==> src/rtl/core_pkg.sv <==
// Shared types and constants for the writeback stage of the RV32 core.
package core_pkg;

  localparam int XLEN   = 32;
  localparam int REG_AW = 5;
  localparam int CNT_W  = 64;

  typedef enum logic [1:0] {
    WB_ALU  = 2'd0,
    WB_LOAD = 2'd1,
    WB_PC4  = 2'd2,
    WB_CSR  = 2'd3
  } wb_sel_e;

  localparam logic [2:0] F3_LB  = 3'b000;
  localparam logic [2:0] F3_LH  = 3'b001;
  localparam logic [2:0] F3_LW  = 3'b010;
  localparam logic [2:0] F3_LBU = 3'b100;
  localparam logic [2:0] F3_LHU = 3'b101;

  typedef enum logic [1:0] {
    ST_EMPTY     = 2'd0,
    ST_WAIT_LOAD = 2'd1,
    ST_READY     = 2'd2,
    ST_DRAIN     = 2'd3
  } wb_state_e;

  typedef struct packed {
    logic              reg_wr;
    logic [REG_AW-1:0] rd;
    wb_sel_e           wb_sel;
    logic [2:0]        funct3;
    logic [1:0]        addr_lo;
    logic [XLEN-1:0]   result;
  } wb_entry_t;

endpackage

==> src/rtl/wb_stage_if.sv <==
// Bundle of MEM->WB handshake, data-memory response and writeback outputs.
interface wb_stage_if;
  import core_pkg::*;

  logic              in_valid;
  logic              in_ready;
  logic              in_reg_wr;
  logic [REG_AW-1:0] in_rd;
  logic [1:0]        in_wb_sel;
  logic [XLEN-1:0]   in_alu_res;
  logic [XLEN-1:0]   in_pc;
  logic [XLEN-1:0]   in_csr_rdata;
  logic [2:0]        in_funct3;
  logic              flush;
  logic              dmem_rvalid;
  logic [XLEN-1:0]   dmem_rdata;
  logic              reg_wr;
  logic [REG_AW-1:0] waddr;
  logic [XLEN-1:0]   wdata;
  logic              load_pend;
  logic [REG_AW-1:0] load_pend_rd;
  logic [CNT_W-1:0]  retired;

  // The writeback stage itself.
  modport slave (
    input  in_valid, in_reg_wr, in_rd, in_wb_sel, in_alu_res, in_pc,
           in_csr_rdata, in_funct3, flush, dmem_rvalid, dmem_rdata,
    output in_ready, reg_wr, waddr, wdata, load_pend, load_pend_rd, retired
  );

  // The surrounding pipeline / memory system.
  modport master (
    output in_valid, in_reg_wr, in_rd, in_wb_sel, in_alu_res, in_pc,
           in_csr_rdata, in_funct3, flush, dmem_rvalid, dmem_rdata,
    input  in_ready, reg_wr, waddr, wdata, load_pend, load_pend_rd, retired
  );

endinterface

==> src/rtl/wb_stage_load_formatter.sv <==
// Extracts and extends the addressed byte/halfword of a raw load word.
module load_formatter
  import core_pkg::*;
(
  input  logic [2:0]      funct3,
  input  logic [1:0]      addr_lo,
  input  logic [XLEN-1:0] raw,
  output logic [XLEN-1:0] data
);

  logic [7:0]  byte_sel;
  logic [15:0] half_sel;

  // Pick the byte and halfword lanes selected by the low address bits.
  always_comb begin
    byte_sel = raw[7:0];
    case (addr_lo)
      2'd0:    byte_sel = raw[7:0];
      2'd1:    byte_sel = raw[15:8];
      2'd2:    byte_sel = raw[23:16];
      default: byte_sel = raw[31:24];
    endcase
    half_sel = addr_lo[1] ? raw[31:16] : raw[15:0];
  end

  // Extend the selected lane according to the load type; unknown codes pass the word.
  always_comb begin
    data = raw;
    case (funct3)
      F3_LB:   data = {{24{byte_sel[7]}}, byte_sel};
      F3_LH:   data = {{16{half_sel[15]}}, half_sel};
      F3_LBU:  data = {24'd0, byte_sel};
      F3_LHU:  data = {16'd0, half_sel};
      default: data = raw;
    endcase
  end

endmodule

==> src/rtl/wb_stage.sv <==
// Writeback stage: holds the MEM/WB entry, waits for loads, drives the regfile write port.
module wb_stage
  import core_pkg::*;
(
  input  logic     clk,
  input  logic     reset,
  wb_stage_if.slave bus
);

  wb_state_e        state_q, state_d;
  wb_entry_t        entry_q, entry_d;
  logic [CNT_W-1:0] retired_q;
  logic [XLEN-1:0]  load_data;
  logic             in_ready;
  logic             accept;
  logic             write_en;

  load_formatter u_fmt (
    .funct3  (entry_q.funct3),
    .addr_lo (entry_q.addr_lo),
    .raw     (bus.dmem_rdata),
    .data    (load_data)
  );

  assign in_ready = (state_q == ST_EMPTY) || (state_q == ST_READY);
  assign accept   = bus.in_valid && in_ready && !bus.flush;

  // Next state and next entry; a response in WAIT_LOAD beats a concurrent flush.
  always_comb begin
    state_d = state_q;
    entry_d = entry_q;
    case (state_q)
      ST_EMPTY, ST_READY: begin
        if (accept) begin
          entry_d.reg_wr  = bus.in_reg_wr;
          entry_d.rd      = bus.in_rd;
          entry_d.wb_sel  = wb_sel_e'(bus.in_wb_sel);
          entry_d.funct3  = bus.in_funct3;
          entry_d.addr_lo = bus.in_alu_res[1:0];
          case (wb_sel_e'(bus.in_wb_sel))
            WB_ALU:  entry_d.result = bus.in_alu_res;
            WB_PC4:  entry_d.result = bus.in_pc + 32'd4;
            WB_CSR:  entry_d.result = bus.in_csr_rdata;
            default: entry_d.result = '0;
          endcase
          state_d = (wb_sel_e'(bus.in_wb_sel) == WB_LOAD) ? ST_WAIT_LOAD : ST_READY;
        end else begin
          state_d = ST_EMPTY;
        end
      end
      ST_WAIT_LOAD: begin
        if (bus.dmem_rvalid) begin
          entry_d.result = (entry_q.wb_sel == WB_LOAD) ? load_data : entry_q.result;
          state_d        = ST_READY;
        end else if (bus.flush) begin
          state_d = ST_DRAIN;
        end
      end
      ST_DRAIN: begin
        if (bus.dmem_rvalid) begin
          state_d = ST_EMPTY;
        end
      end
      default: state_d = ST_EMPTY;
    endcase
  end

  // State register.
  always_ff @(posedge clk) begin
    if (reset) state_q <= ST_EMPTY;
    else       state_q <= state_d;
  end

  // Pipeline entry register.
  always_ff @(posedge clk) begin
    if (reset) entry_q <= '0;
    else       entry_q <= entry_d;
  end

  // Retired counter: one per READY cycle, regardless of whether rd is written.
  always_ff @(posedge clk) begin
    if (reset)                     retired_q <= '0;
    else if (state_q == ST_READY)  retired_q <= retired_q + 1'b1;
  end

  assign write_en         = (state_q == ST_READY) && entry_q.reg_wr && (entry_q.rd != '0);
  assign bus.in_ready     = in_ready;
  assign bus.reg_wr       = write_en;
  assign bus.waddr        = write_en ? entry_q.rd : '0;
  assign bus.wdata        = write_en ? entry_q.result : '0;
  assign bus.load_pend    = (state_q == ST_WAIT_LOAD);
  assign bus.load_pend_rd = (state_q == ST_WAIT_LOAD) ? entry_q.rd : '0;
  assign bus.retired      = retired_q;

endmodule

==> src/flat_wrapper.sv <==
// flat-port wrapper written by rule: the top's interface ports become plain ports
module wb_stage_flat import core_pkg::*;
  (clk, reset, bus_in_valid, bus_in_reg_wr, bus_in_rd, bus_in_wb_sel, bus_in_alu_res, bus_in_pc, bus_in_csr_rdata, bus_in_funct3, bus_flush, bus_dmem_rvalid, bus_dmem_rdata, bus_in_ready, bus_reg_wr, bus_waddr, bus_wdata, bus_load_pend, bus_load_pend_rd, bus_retired);
  wb_stage_if bus_i ();
  input  logic clk;
  input  logic reset;
  input wire logic [$bits(bus_i.in_valid)-1:0] bus_in_valid;
  input wire logic [$bits(bus_i.in_reg_wr)-1:0] bus_in_reg_wr;
  input wire logic [$bits(bus_i.in_rd)-1:0] bus_in_rd;
  input wire logic [$bits(bus_i.in_wb_sel)-1:0] bus_in_wb_sel;
  input wire logic [$bits(bus_i.in_alu_res)-1:0] bus_in_alu_res;
  input wire logic [$bits(bus_i.in_pc)-1:0] bus_in_pc;
  input wire logic [$bits(bus_i.in_csr_rdata)-1:0] bus_in_csr_rdata;
  input wire logic [$bits(bus_i.in_funct3)-1:0] bus_in_funct3;
  input wire logic [$bits(bus_i.flush)-1:0] bus_flush;
  input wire logic [$bits(bus_i.dmem_rvalid)-1:0] bus_dmem_rvalid;
  input wire logic [$bits(bus_i.dmem_rdata)-1:0] bus_dmem_rdata;
  output wire logic [$bits(bus_i.in_ready)-1:0] bus_in_ready;
  output wire logic [$bits(bus_i.reg_wr)-1:0] bus_reg_wr;
  output wire logic [$bits(bus_i.waddr)-1:0] bus_waddr;
  output wire logic [$bits(bus_i.wdata)-1:0] bus_wdata;
  output wire logic [$bits(bus_i.load_pend)-1:0] bus_load_pend;
  output wire logic [$bits(bus_i.load_pend_rd)-1:0] bus_load_pend_rd;
  output wire logic [$bits(bus_i.retired)-1:0] bus_retired;
  assign bus_i.in_valid = bus_in_valid;
  assign bus_i.in_reg_wr = bus_in_reg_wr;
  assign bus_i.in_rd = bus_in_rd;
  assign bus_i.in_wb_sel = bus_in_wb_sel;
  assign bus_i.in_alu_res = bus_in_alu_res;
  assign bus_i.in_pc = bus_in_pc;
  assign bus_i.in_csr_rdata = bus_in_csr_rdata;
  assign bus_i.in_funct3 = bus_in_funct3;
  assign bus_i.flush = bus_flush;
  assign bus_i.dmem_rvalid = bus_dmem_rvalid;
  assign bus_i.dmem_rdata = bus_dmem_rdata;
  assign bus_in_ready = bus_i.in_ready;
  assign bus_reg_wr = bus_i.reg_wr;
  assign bus_waddr = bus_i.waddr;
  assign bus_wdata = bus_i.wdata;
  assign bus_load_pend = bus_i.load_pend;
  assign bus_load_pend_rd = bus_i.load_pend_rd;
  assign bus_retired = bus_i.retired;
  wb_stage u_core (.clk(clk), .reset(reset), .bus(bus_i));
endmodule
==> config.mk <==
export PLATFORM = sky130hd
export DESIGN_NAME = wb_stage_flat
export DESIGN_NICKNAME = d
export VERILOG_FILES = /design/src/rtl/core_pkg.sv /design/src/rtl/wb_stage_if.sv /design/src/rtl/wb_stage_load_formatter.sv /design/src/rtl/wb_stage.sv /design/src/flat_wrapper.sv
export SDC_FILE = /design/constraint.sdc
export NUM_CORES = 1
export LEC_CHECK = 0
export ABC_CLOCK_PERIOD_IN_PS = 2750
export BUFFER_PORTS_ARGS = -buffer_cell sky130_fd_sc_hd__buf_2
export CAP_MARGIN = 20
export CORE_UTILIZATION = 27
export DETAILED_ROUTE_END_ITERATION = 12
export PLACE_DENSITY = 0.59
export SLEW_MARGIN = 20
export SYNTH_ARGS = -nofsm -noshare
export SYNTH_HDL_FRONTEND = slang
export SYNTH_SLANG_ARGS = --single-unit
==> constraint.sdc <==
create_clock -name clk -period 2.75 [get_ports clk]
set_clock_uncertainty 0.05 [all_clocks]
set_input_delay 0.4125 -clock clk [delete_from_list [all_inputs] [get_ports clk]]
set_output_delay 0.4125 -clock clk [all_outputs]
set_load 0.01 [all_outputs]
==> run_results.csv <==
group,metric,value,unit
run_status,outcome,"completed",
power_and_ir_drop,max-vdd-ir-drop,273.1,uV
yosys,synth.area.top_cells,"dfxtp_1 (34%), xor2_1 (7.8%), nor2_1 (5.1%)",
cts,clock_sinks,111,
drt,wirelength,24.70,mm
layout,final_cell_area,0.008568,mm^2
timing,post-route-min-period,2.415,ns
power_and_ir_drop,power_density,417.5,mW/mm^2
critical_path,cp-startpoint,"u_core.state_q[1]$_SDFFE_PP0P_",
layout,drive_gt1_frac,0.2962,
critical_path,endpoint_kind,"output port",
critical_path,critPathMaxFanout,35,
global_route,grt_pass1_vias,6657,
layout,nets,1228,
yosys,syn_avg_cell_area,7.756,um^2
cts,cts_hold_buf,0,
place,gp_congestion,0.9212,
yosys,syn_area,0.006515,mm^2
floorplan,die-area,0.02475,mm^2
critical_path,ff2ff_path_depth,7,
cts,post_cts_resized,0,
power_and_ir_drop,p_leak,3.689,nW
run,maxCapViolations,0,
hold_path,hold_depth,3,
cts,htreeDepth,3,
critical_path,r2r-end,"u_core.bus.retired[58]$_SDFFE_PP0N_",
timing,drv_slew,0,
place,post_dp_cell_area,0.008242,mm^2
timing,rsz0062_at_grt,"false",
place,port_buffers,252,
critical_path,r2r_slack,0.38,ns
layout,final_cell_mix,"buf_2 (251), dfxtp_1 (111), nor2_1 (89)",
drt,vias_per_cell,5.069,
global_route,grt_overflow,0,
yosys,synth_cell_types,52,
drt,drtIter0Drc,479,
timing,hold_viol_final,0,
yosys,yosys_warnings,0,
timing,setup_violations,0,
floorplan,initial_core_util,0.2767,
critical_path,r2r-start,"u_core.bus.retired[0]$_SDFFE_PP0N_",
timing,clock.fmax,0.4141,GHz
floorplan,core,0.02354,mm^2
cts,clk_latency,0.36,ns
place,placedCellCount,1390,
layout,mostFrequentLayoutCell,"buf_2",
global_route,grt_max_degree,103,
floorplan,row_count,56,
layout,area_delta_synth_final,31.52,%
drt,post_drt_wl_per_cell,17.52,um
yosys,ys.flop_type,"dfxtp_1",
timing,tns,0,ns
floorplan,io_pins,253,
cts,cts.clk_slew.worst_paths,0.09,ns
global_route,antenna_found_initial,4,
cts,root_buffer,"clkbuf_16",
drt,dr.pass1.iters,5,
hold_path,hp-class,"in -> reg",
timing,period_share,0.8782,
floorplan,die_w,157.3,um
yosys,synthArstFlopShare,0,
critical_path,worstPathArrival,1.95,ns
drt,drc,0,
critical_path,startpoint_type,"register",
cts,cts_tree,"built",
timing,slew_headroom,0.6214,
yosys,synth_cells,840,
yosys,syn_nets,986,
floorplan,die_y,157.3,um
cts,cts_buffer_depth,2,
cts,cts_made_buffers,9,
drt,routed-via-count,7147,
cts,postCtsSetupRepairBufs,0,
timing,worstMarginPinSlew,0.5664,ns
global_route,grt_usage,0.1983,
yosys,synth_top_area_frac,0.3411,
layout,final_cells,1410,
hold_path,min_to,"u_core.entry_q[41]$_SDFFE_PP0P_",
drt,ant_nets,0,
yosys,yosysSeqAreaShare,0.3411,
critical_path,critPathKind,"reg -> out",
yosys,synth_edf_count,0,
global_route,grt_pass1_wl,37.39,mm
yosys,ys_ff_latch,111,
critical_path,cp.required,2.29,ns
yosys,yosys.area.top_type,"dfxtp_1",
hold_path,min_from,"bus_in_rd[2]",
place,dp_hpwl,19.23,mm
-- routing by layer --
| metal | share of wire | GRT usage | vias to the layer above |
|---|---|---|---|
| met2 | 0.48 | 0.3483 | 294 |
| met4 | 0.014 | 0.04623 | 0 |
| met1 | 0.42 | 0.2399 | 3343 |
| li1 | - | - | 3487 |
| met5 | 0 | 0 | - |
| met3 | 0.082 | 0.05094 | 23 |
-- worst max-delay path, stage by stage, from the launching register on --
cell	delay (ns)
dfxtp_1	0.40
nor2b_1	0.28
nand2_1	0.10
a21oi_2	0.11
buf_4	0.33
and2_1	0.22
buf_2	0.14
-- synth_stat cells (all sizes together), types with 9 or more instances --
cell type and instances:
o22ai 21, nor3 15, a21oi 55, nand4 33, a221oi 17, nand2 87
dfxtp 111, buf 9, o21ai 33, and3 24, nand3 47, and2 47
xnor2 26, xor2 58, nor2 89, a22oi 14, clkbuf 45, inv 19
mux2i 11
-- layout make-up --
| cell class | count | area, um^2 |
|---|---|---|
| well taps | 319 | 399.1 |
| fillers | 2592 | 14970 |
| multi-input cells | 656 | 4025 |
| flip-flops and latches | 111 | 2222 |
| repair buffers | 285 | 1524 |
| diodes | 4 | 10.01 |
| clock buffers | 9 | 225.2 |
| clock inverters | 7 | 91.34 |
| inverters | 19 | 71.32 |
-- through the flow --
| step | total power [mW] | setup WS [ns] | util | hold slack [ns] |
|---|---|---|---|---|
| 2_1_floorplan | 1.967 | 0.5417 | - | 0.3773 |
| 3_3_place_gp | 2.221 | 0.4714 | 0.3501 | 0.3865 |
| 3_5_place_dp | 2.225 | 0.3639 | 0.3501 | 0.3903 |
| 4_1_cts | 3.623 | 0.2998 | 0.3635 | 0.2186 |
| 5_1_grt | 3.733 | 0.1706 | 0.3636 | 0.2220 |
| 6_report | 3.577 | 0.3350 | 0.3639 | 0.2337 |
-- worst max path at each step --
stage	end	slack (ns)	cells after the start
finish	bus_wdata[7]	0.33	6
global route	u_core.bus.retired[62]$_SDFFE_PP0N_	0.17	7
CTS	bus_wdata[23]	0.30	6
detailed placement	u_core.bus.retired[62]$_SDFFE_PP0N_	0.36	7
global placement	u_core.bus.retired[58]$_SDFFE_PP0N_	0.47	7
floorplan	u_core.bus.retired[58]$_SDFFE_PP0N_	0.54	7
-- kinds of logic after synthesis --
family | count (synthesis) | share of synthesized area
simple gates | 372 | 0.2906
buf+inv | 73 | 0.04340
xor+xnor | 84 | 0.1129
flops | 111 | 0.3411
compound gates | 185 | 0.1878
fa+ha+maj | 2 | 0.003840
mux | 13 | 0.02036
-- state kept, by name, summed over array words and instances, names as in the netlist --
| name | count |
|---|---|
| u_core.bus.retired | 64 |
| u_core.entry_q | 45 |
| u_core.state_q | 2 |
-- power breakdown --
group / leakage (nW) / total (mW) / switching (mW) / internal [mW]
sequential: 0.900 / 1.68 / 0.0310 / 1.65
combinational: 2.64 / 0.513 / 0.297 / 0.215
clock: 0.152 / 1.39 / 0.724 / 0.663
No activity file was read; power rests on OpenSTA's default activity.
